[src/rtl/instr_fetch_ctrl.sv]
// Instruction fetch/dispatch controller: fetches one 16-bit word at the PC, decodes the opcode,
// and hands it to the ALU or misc execution FSM, guarding EXEC with a watchdog.
module instr_fetch_ctrl #(
    parameter int WDOG_MAX = 31
) (
    input  logic        clk,
    input  logic        rst,
    input  logic        run,
    output logic [7:0]  mem_addr,
    output logic        mem_rd,
    input  logic        mem_rdy,
    input  logic [15:0] mem_data,
    output logic [15:0] ir,
    output logic        alu_start,
    output logic        misc_start,
    input  logic        pc_inc,
    input  logic        pc_load,
    input  logic [7:0]  pc_load_val,
    input  logic        exec_done,
    output logic        halted,
    output logic        fault
);

    localparam int WW = (WDOG_MAX > 1) ? $clog2(WDOG_MAX) : 1;
    localparam logic [WW-1:0] WDOG_LAST = WW'(WDOG_MAX - 1);

    typedef enum logic [2:0] {IDLE, FETCH, WAIT_MEM, DECODE, EXEC, HALT} state_t;

    state_t        state;
    logic [7:0]    pc;
    logic [WW-1:0] wdog;

    assign mem_addr = pc;

    // ir doubles as the instruction register: loaded on capture, zeroed whenever
    // no instruction is in DECODE/EXEC so downstream FSMs see a non-ALU opcode.
    always_ff @(posedge clk or posedge rst) begin
        if (rst) begin
            state      <= IDLE;
            pc         <= 8'h00;
            ir         <= 16'h0000;
            wdog       <= '0;
            mem_rd     <= 1'b0;
            alu_start  <= 1'b0;
            misc_start <= 1'b0;
            halted     <= 1'b0;
            fault      <= 1'b0;
        end else begin
            mem_rd     <= 1'b0;
            alu_start  <= 1'b0;
            misc_start <= 1'b0;
            case (state)
                IDLE: begin
                    if (run) begin
                        state  <= FETCH;
                        mem_rd <= 1'b1;
                    end
                end
                FETCH: state <= WAIT_MEM;
                WAIT_MEM: begin
                    if (mem_rdy) begin
                        ir    <= mem_data;
                        state <= DECODE;
                    end
                end
                DECODE: begin
                    if (ir[15:12] == 4'h0) begin
                        state  <= HALT;
                        halted <= 1'b1;
                        ir     <= 16'h0000;
                    end else begin
                        state      <= EXEC;
                        wdog       <= '0;
                        alu_start  <= (ir[15:12] >= 4'h9);
                        misc_start <= (ir[15:12] <  4'h9);
                    end
                end
                EXEC: begin
                    if (pc_load)
                        pc <= pc_load_val;
                    else if (pc_inc)
                        pc <= pc + 8'h01;
                    // completion beats the watchdog when both land in the same cycle
                    if (exec_done) begin
                        ir <= 16'h0000;
                        if (run) begin
                            state  <= FETCH;
                            mem_rd <= 1'b1;
                        end else begin
                            state <= IDLE;
                        end
                    end else if (wdog == WDOG_LAST) begin
                        fault  <= 1'b1;
                        halted <= 1'b1;
                        ir     <= 16'h0000;
                        state  <= HALT;
                    end else begin
                        wdog <= wdog + 1'b1;
                    end
                end
                HALT: state <= HALT;
                default: state <= IDLE;
            endcase
        end
    end

endmodule

[config.mk]
export PLATFORM = sky130hd
export DESIGN_NAME = instr_fetch_ctrl
export DESIGN_NICKNAME = d
export VERILOG_FILES = /design/src/rtl/instr_fetch_ctrl.sv
export SDC_FILE = /design/constraint.sdc
export NUM_CORES = 1
export LEC_CHECK = 0
export BUFFER_PORTS_ARGS = -buffer_cell sky130_fd_sc_hd__buf_2
export CAP_MARGIN = 10
export CORE_ASPECT_RATIO = 0.5
export CORE_MARGIN = 2
export CORE_UTILIZATION = 51
export DETAILED_ROUTE_END_ITERATION = 6
export PLACE_DENSITY = 0.87
export REMOVE_ABC_BUFFERS = 1
export SYNTH_ARGS = -nofsm -noshare
export SYNTH_HDL_FRONTEND = slang
export SYNTH_SLANG_ARGS = --single-unit
[constraint.sdc]
create_clock -name clk -period 1.83 [get_ports clk]
set_input_delay 0.366 -clock clk [delete_from_list [all_inputs] [get_ports clk]]
set_output_delay 0.366 -clock clk [all_outputs]
set_load 0.01 [all_outputs]
==> qor.txt <==
RUN STATUS
---------------------------------------------------------------------------------
Run status .........................................................    completed

YOSYS
---------------------------------------------------------------------------------
Most used flip-flop cell after synthesis ........................... sky130_fd_sc_hd__dfrtp_1
Gate Count Post-Synth ..............................................          201
Number of flip-flops and latches in the synthesized netlist ........           37
Number of synthesized flops with an enable pin .....................            0
Syn Area/Cell ......................................................     9.53 µm²
Synth async-reset ratio ............................................         1.00
Cell area after technology mapping .................................  0.00192 mm²
Warning count from the yosys run ...................................            0
Seq/Total Area, Yosys ..............................................        0.483
Post-synth cell types ..............................................           44

PWR
---------------------------------------------------------------------------------
Power per standard cell area .......................................  1610 mW/mm²
Internal power of the cells ........................................      2.30 mW
Clock power frac ...................................................        0.150
Gate power share ...................................................        0.456
Reported net switching power .......................................      1.56 mW
Fraction of power spent switching nets .............................        0.404
Maximum ir drop on the vdd rail ....................................       775 µV
Portion of total power attributed to sequential cells ..............        0.394
Leakage power figure ...............................................      1.31 nW

FLOORPLAN
---------------------------------------------------------------------------------
Vertical die dimension .............................................      47.3 µm
Number of rows in the core area ....................................           15
Boundary Pins ......................................................           60
Die X-Extent .......................................................      90.7 µm
Die ar. ............................................................  0.00429 mm²
Area of the core ...................................................  0.00351 mm²
Starting density of the core .......................................        0.546

GLOBAL ROUTE
---------------------------------------------------------------------------------
Global-route wire length before repair .............................      6760 µm
Via count of the first global-routing pass .........................         1486
Grt total ovfl .....................................................            0
Pin count of the biggest net entering global routing ...............           38
GRT Total Usage ....................................................        0.212
Number of antenna violations at the first check in global routing ..            0

WORST SETUP PATH
---------------------------------------------------------------------------------
Cell count of the worst reg-to-reg path ............................            5
Endpoint class of the critical path ................................    flip-flop
Critical R2R Capture ...............................................      wdog[4]
CP top delay family ................................................ simple AND/OR/NAND/NOR gates
Critical path fanouts, max .........................................            9
Slowest cell on the critical path .................................. sky130_fd_sc_hd__dfrtp_1
Data required time of the critical path ............................      2050 ps
Stage delay of the slowest cell on the critical path ...............       590 ps
Setup crit start ...................................................     state[0]
Critical path type .................................................   reg -> reg
Minimum setup slack among reg-to-reg paths .........................        70 ps
Number of buffers and inverters on the critical path ...............            1
Worst setup SP type ................................................    flip-flop
Data arrival, critical path ........................................      1980 ps
Crit-path cells .................................................... and3b_1, buf_4, a22oi_2, or4_1, nand3_1
R2R Path Start .....................................................     state[0]
Cell depth of the worst setup path .................................            5

FINAL LAYOUT
---------------------------------------------------------------------------------
Leading cell type in the layout, fill and taps excluded ............ sky130_fd_sc_hd__buf_2
Utilization of the core after routing ..............................        0.686
Final instance count without filler cells ..........................          319
Count of nets after finishing ......................................          302
Layout fillers .....................................................          292
Antenna cell count .................................................            0
Relative area change from synthesis to final layout ................        25.7%
Leading cell types in the layout, fill and taps excluded ........... sky130_fd_sc_hd__buf_2 (59), sky130_fd_sc_hd__dfrtp_1 (36), sky130_fd_sc_hd__nand2_1 (29), sky130_fd_sc_hd__inv_1 (25), sky130_fd_sc_hd__mux2i_1 (17)
Post-Layout Inst Area ..............................................  0.00241 mm²
Share of cells above drive strength 1 ..............................        0.313

CLOCK NETWORK
---------------------------------------------------------------------------------
Number of buffers on the longest clock path ........................            2
CTS Buf Count ......................................................            5
Clock root buffer .................................................. sky130_fd_sc_hd__clkbuf_8
TritonCTS clock tree ...............................................        built
Clock latency at the later pin of the worst-skew pair ..............       290 ps
H-Tree Depth .......................................................            2
CTS sink cnt .......................................................           37
Register clock-pin slew on the reported worst setup and hold paths .        70 ps

STA
---------------------------------------------------------------------------------
Worst-case headroom to the max-slew limit ..........................        0.589
Maximum clock frequency ............................................    0.570 GHz
Slew Viols, Final ..................................................            0
Final setup skew ...................................................      7.19 ps
Worst-case setup margin in the final layout ........................      74.7 ps
Share of the cycle needed by the critical path after routing .......        0.959
Time the worst path needs with I/O delays and setup ................      1760 ps
Unrepaired setup endpoints after global routing ....................         true
Setup-failing EPs final ............................................            0
Final hold violation count .........................................            0
Slew @ Worst Pin ...................................................       615 ps

PLACEMENT
---------------------------------------------------------------------------------
Half-perimeter wire length of the detailed placement result ........      2990 µm
Placed standard-cell area ..........................................  0.00229 mm²
Global placer's final weighted congestion ..........................        0.946
Number of port buffers .............................................           59
Placed instance count ..............................................          310
Worst setup timing slack at the placement stage ....................     -85.1 ps

DRT
---------------------------------------------------------------------------------
Final WL ...........................................................      4390 µm
Via count ..........................................................         1657
First-iteration detailed-routing DRC count .........................          115
Via-per-instance ratio .............................................         5.19
First drt pass iteration count .....................................            4
Number of routed nets with antenna violations ......................            0
Mean routed wirelength per cell ....................................      13.8 µm
# DRC ..............................................................            0

MIN PATH
---------------------------------------------------------------------------------
Kind of path behind the tightest hold check ........................  in -> async

FLOW RUN
---------------------------------------------------------------------------------
Count of maximum capacitance violations ............................            0

==> logic make-up after synthesis <==
| kind of cell | count (synthesis) | share of synthesized area |
|---|---|---|
| buffers and inverters | 33 | 0.0751 |
| xor gates and xnor gates | 1 | 0.00457 |
| AOI/OAI and AO/OA | 32 | 0.105 |
| adders and majority gates | 3 | 0.0196 |
| DFF | 37 | 0.483 |
| muxes | 17 | 0.0888 |
| and+or+nand+nor | 78 | 0.224 |
==> per-layer routing <==
layer,GRT usage,up-vias,share of wire
li1,-,816,-
met1,0.260,770,0.42
met2,0.376,61,0.50
met3,0.0546,10,0.062
met4,0.0892,0,0.013
met5,0,-,0
==> how the worst max path moves through the flow <==
| stage | slack (ps) | endpoint |
|---|---|---|
| 2_1_floorplan | 90 | ir[0] |
| 3_3_place_gp | 20 | ir[13] |
| 3_5_place_dp | -90 | ir[8] |
| 4_1_cts | 4 | ir[5] |
| 5_1_grt | -10 | ir[3] |
| 6_report | 70 | wdog[4] |
==> synthesized netlist by cell type, drive strengths merged, types with 2 or more instances <==
| cell type | n | area share |
|---|---|---|
| o21ai | 12 | 0.031 |
| ha | 3 | 0.020 |
| clkbuf | 4 | 0.0078 |
| nand3 | 11 | 0.029 |
| inv | 25 | 0.049 |
| buf | 4 | 0.018 |
| a21oi | 7 | 0.018 |
| and3 | 4 | 0.013 |
| or3 | 3 | 0.0098 |
| nand2 | 30 | 0.060 |
| or4 | 4 | 0.018 |
| o22a | 2 | 0.0091 |
| nor3b | 2 | 0.010 |
| a31oi | 2 | 0.0065 |
| nor2 | 12 | 0.024 |
| mux2i | 17 | 0.089 |
| nand4 | 3 | 0.018 |
| dfrtp | 37 | 0.48 |
| a22oi | 2 | 0.010 |
==> sequential cells by signal, indices dropped and copies added (netlist names) <==
signal      count
halted          1
ir             16
mem_rd          1
state           3
alu_start       1
fault           1
mem_addr        8
misc_start      1
wdog            5
==> power by group through the flow <==
stage	clock (mW)	sequential [mW]	combinational, mW
after global routing	0.613	1.58	1.95
after floorplan	0	1.62	0.930
final	0.580	1.52	1.76
after CTS	0.586	1.52	1.75
after detailed placement	0	1.51	1.74
after global placement	0	1.49	1.66
==> timing repair <==
item                                    4_1_cts  5_1_grt
resized for setup                             2        3
setup buffers                                 0        2
hold endpoints to repair                      0        0
hold buffers                                  0        0
pin swaps                                     0        1
endpoints found under the setup margin       16       23
==> area by class of cell <==
type | instances | area, µm² | area share
sequential | 37 | 927 | 0.385
multi-input combinational | 131 | 861 | 0.358
timing repair buffer | 68 | 375 | 0.156
inverter | 25 | 93.8 | 0.0390
clock buffer | 7 | 86.3 | 0.0359
tap | 51 | 63.8 | 0.0265
==> worst register-to-register path, delay by kind of cell, from the launching register on <==
kind / cells / cell delay, ps
AO/OA/AOI/OAI: 1 / 100
buffers and inverters: 1 / 140
flip-flops: 1 / 590
AND/OR/NAND/NOR: 3 / 860
==> per-stage QoR <==
step / TNS (ps) / power [mW] / hold WS, ps
2_1_floorplan: 0 / 2.55 / 478
3_3_place_gp: 0 / 3.15 / 438
3_5_place_dp: -774 / 3.25 / 443
4_1_cts: 0 / 3.86 / 195
5_1_grt: -11.0 / 4.14 / 237
6_report: 0 / 3.87 / 176
Note: power is estimated with default switching activity, not from simulation.
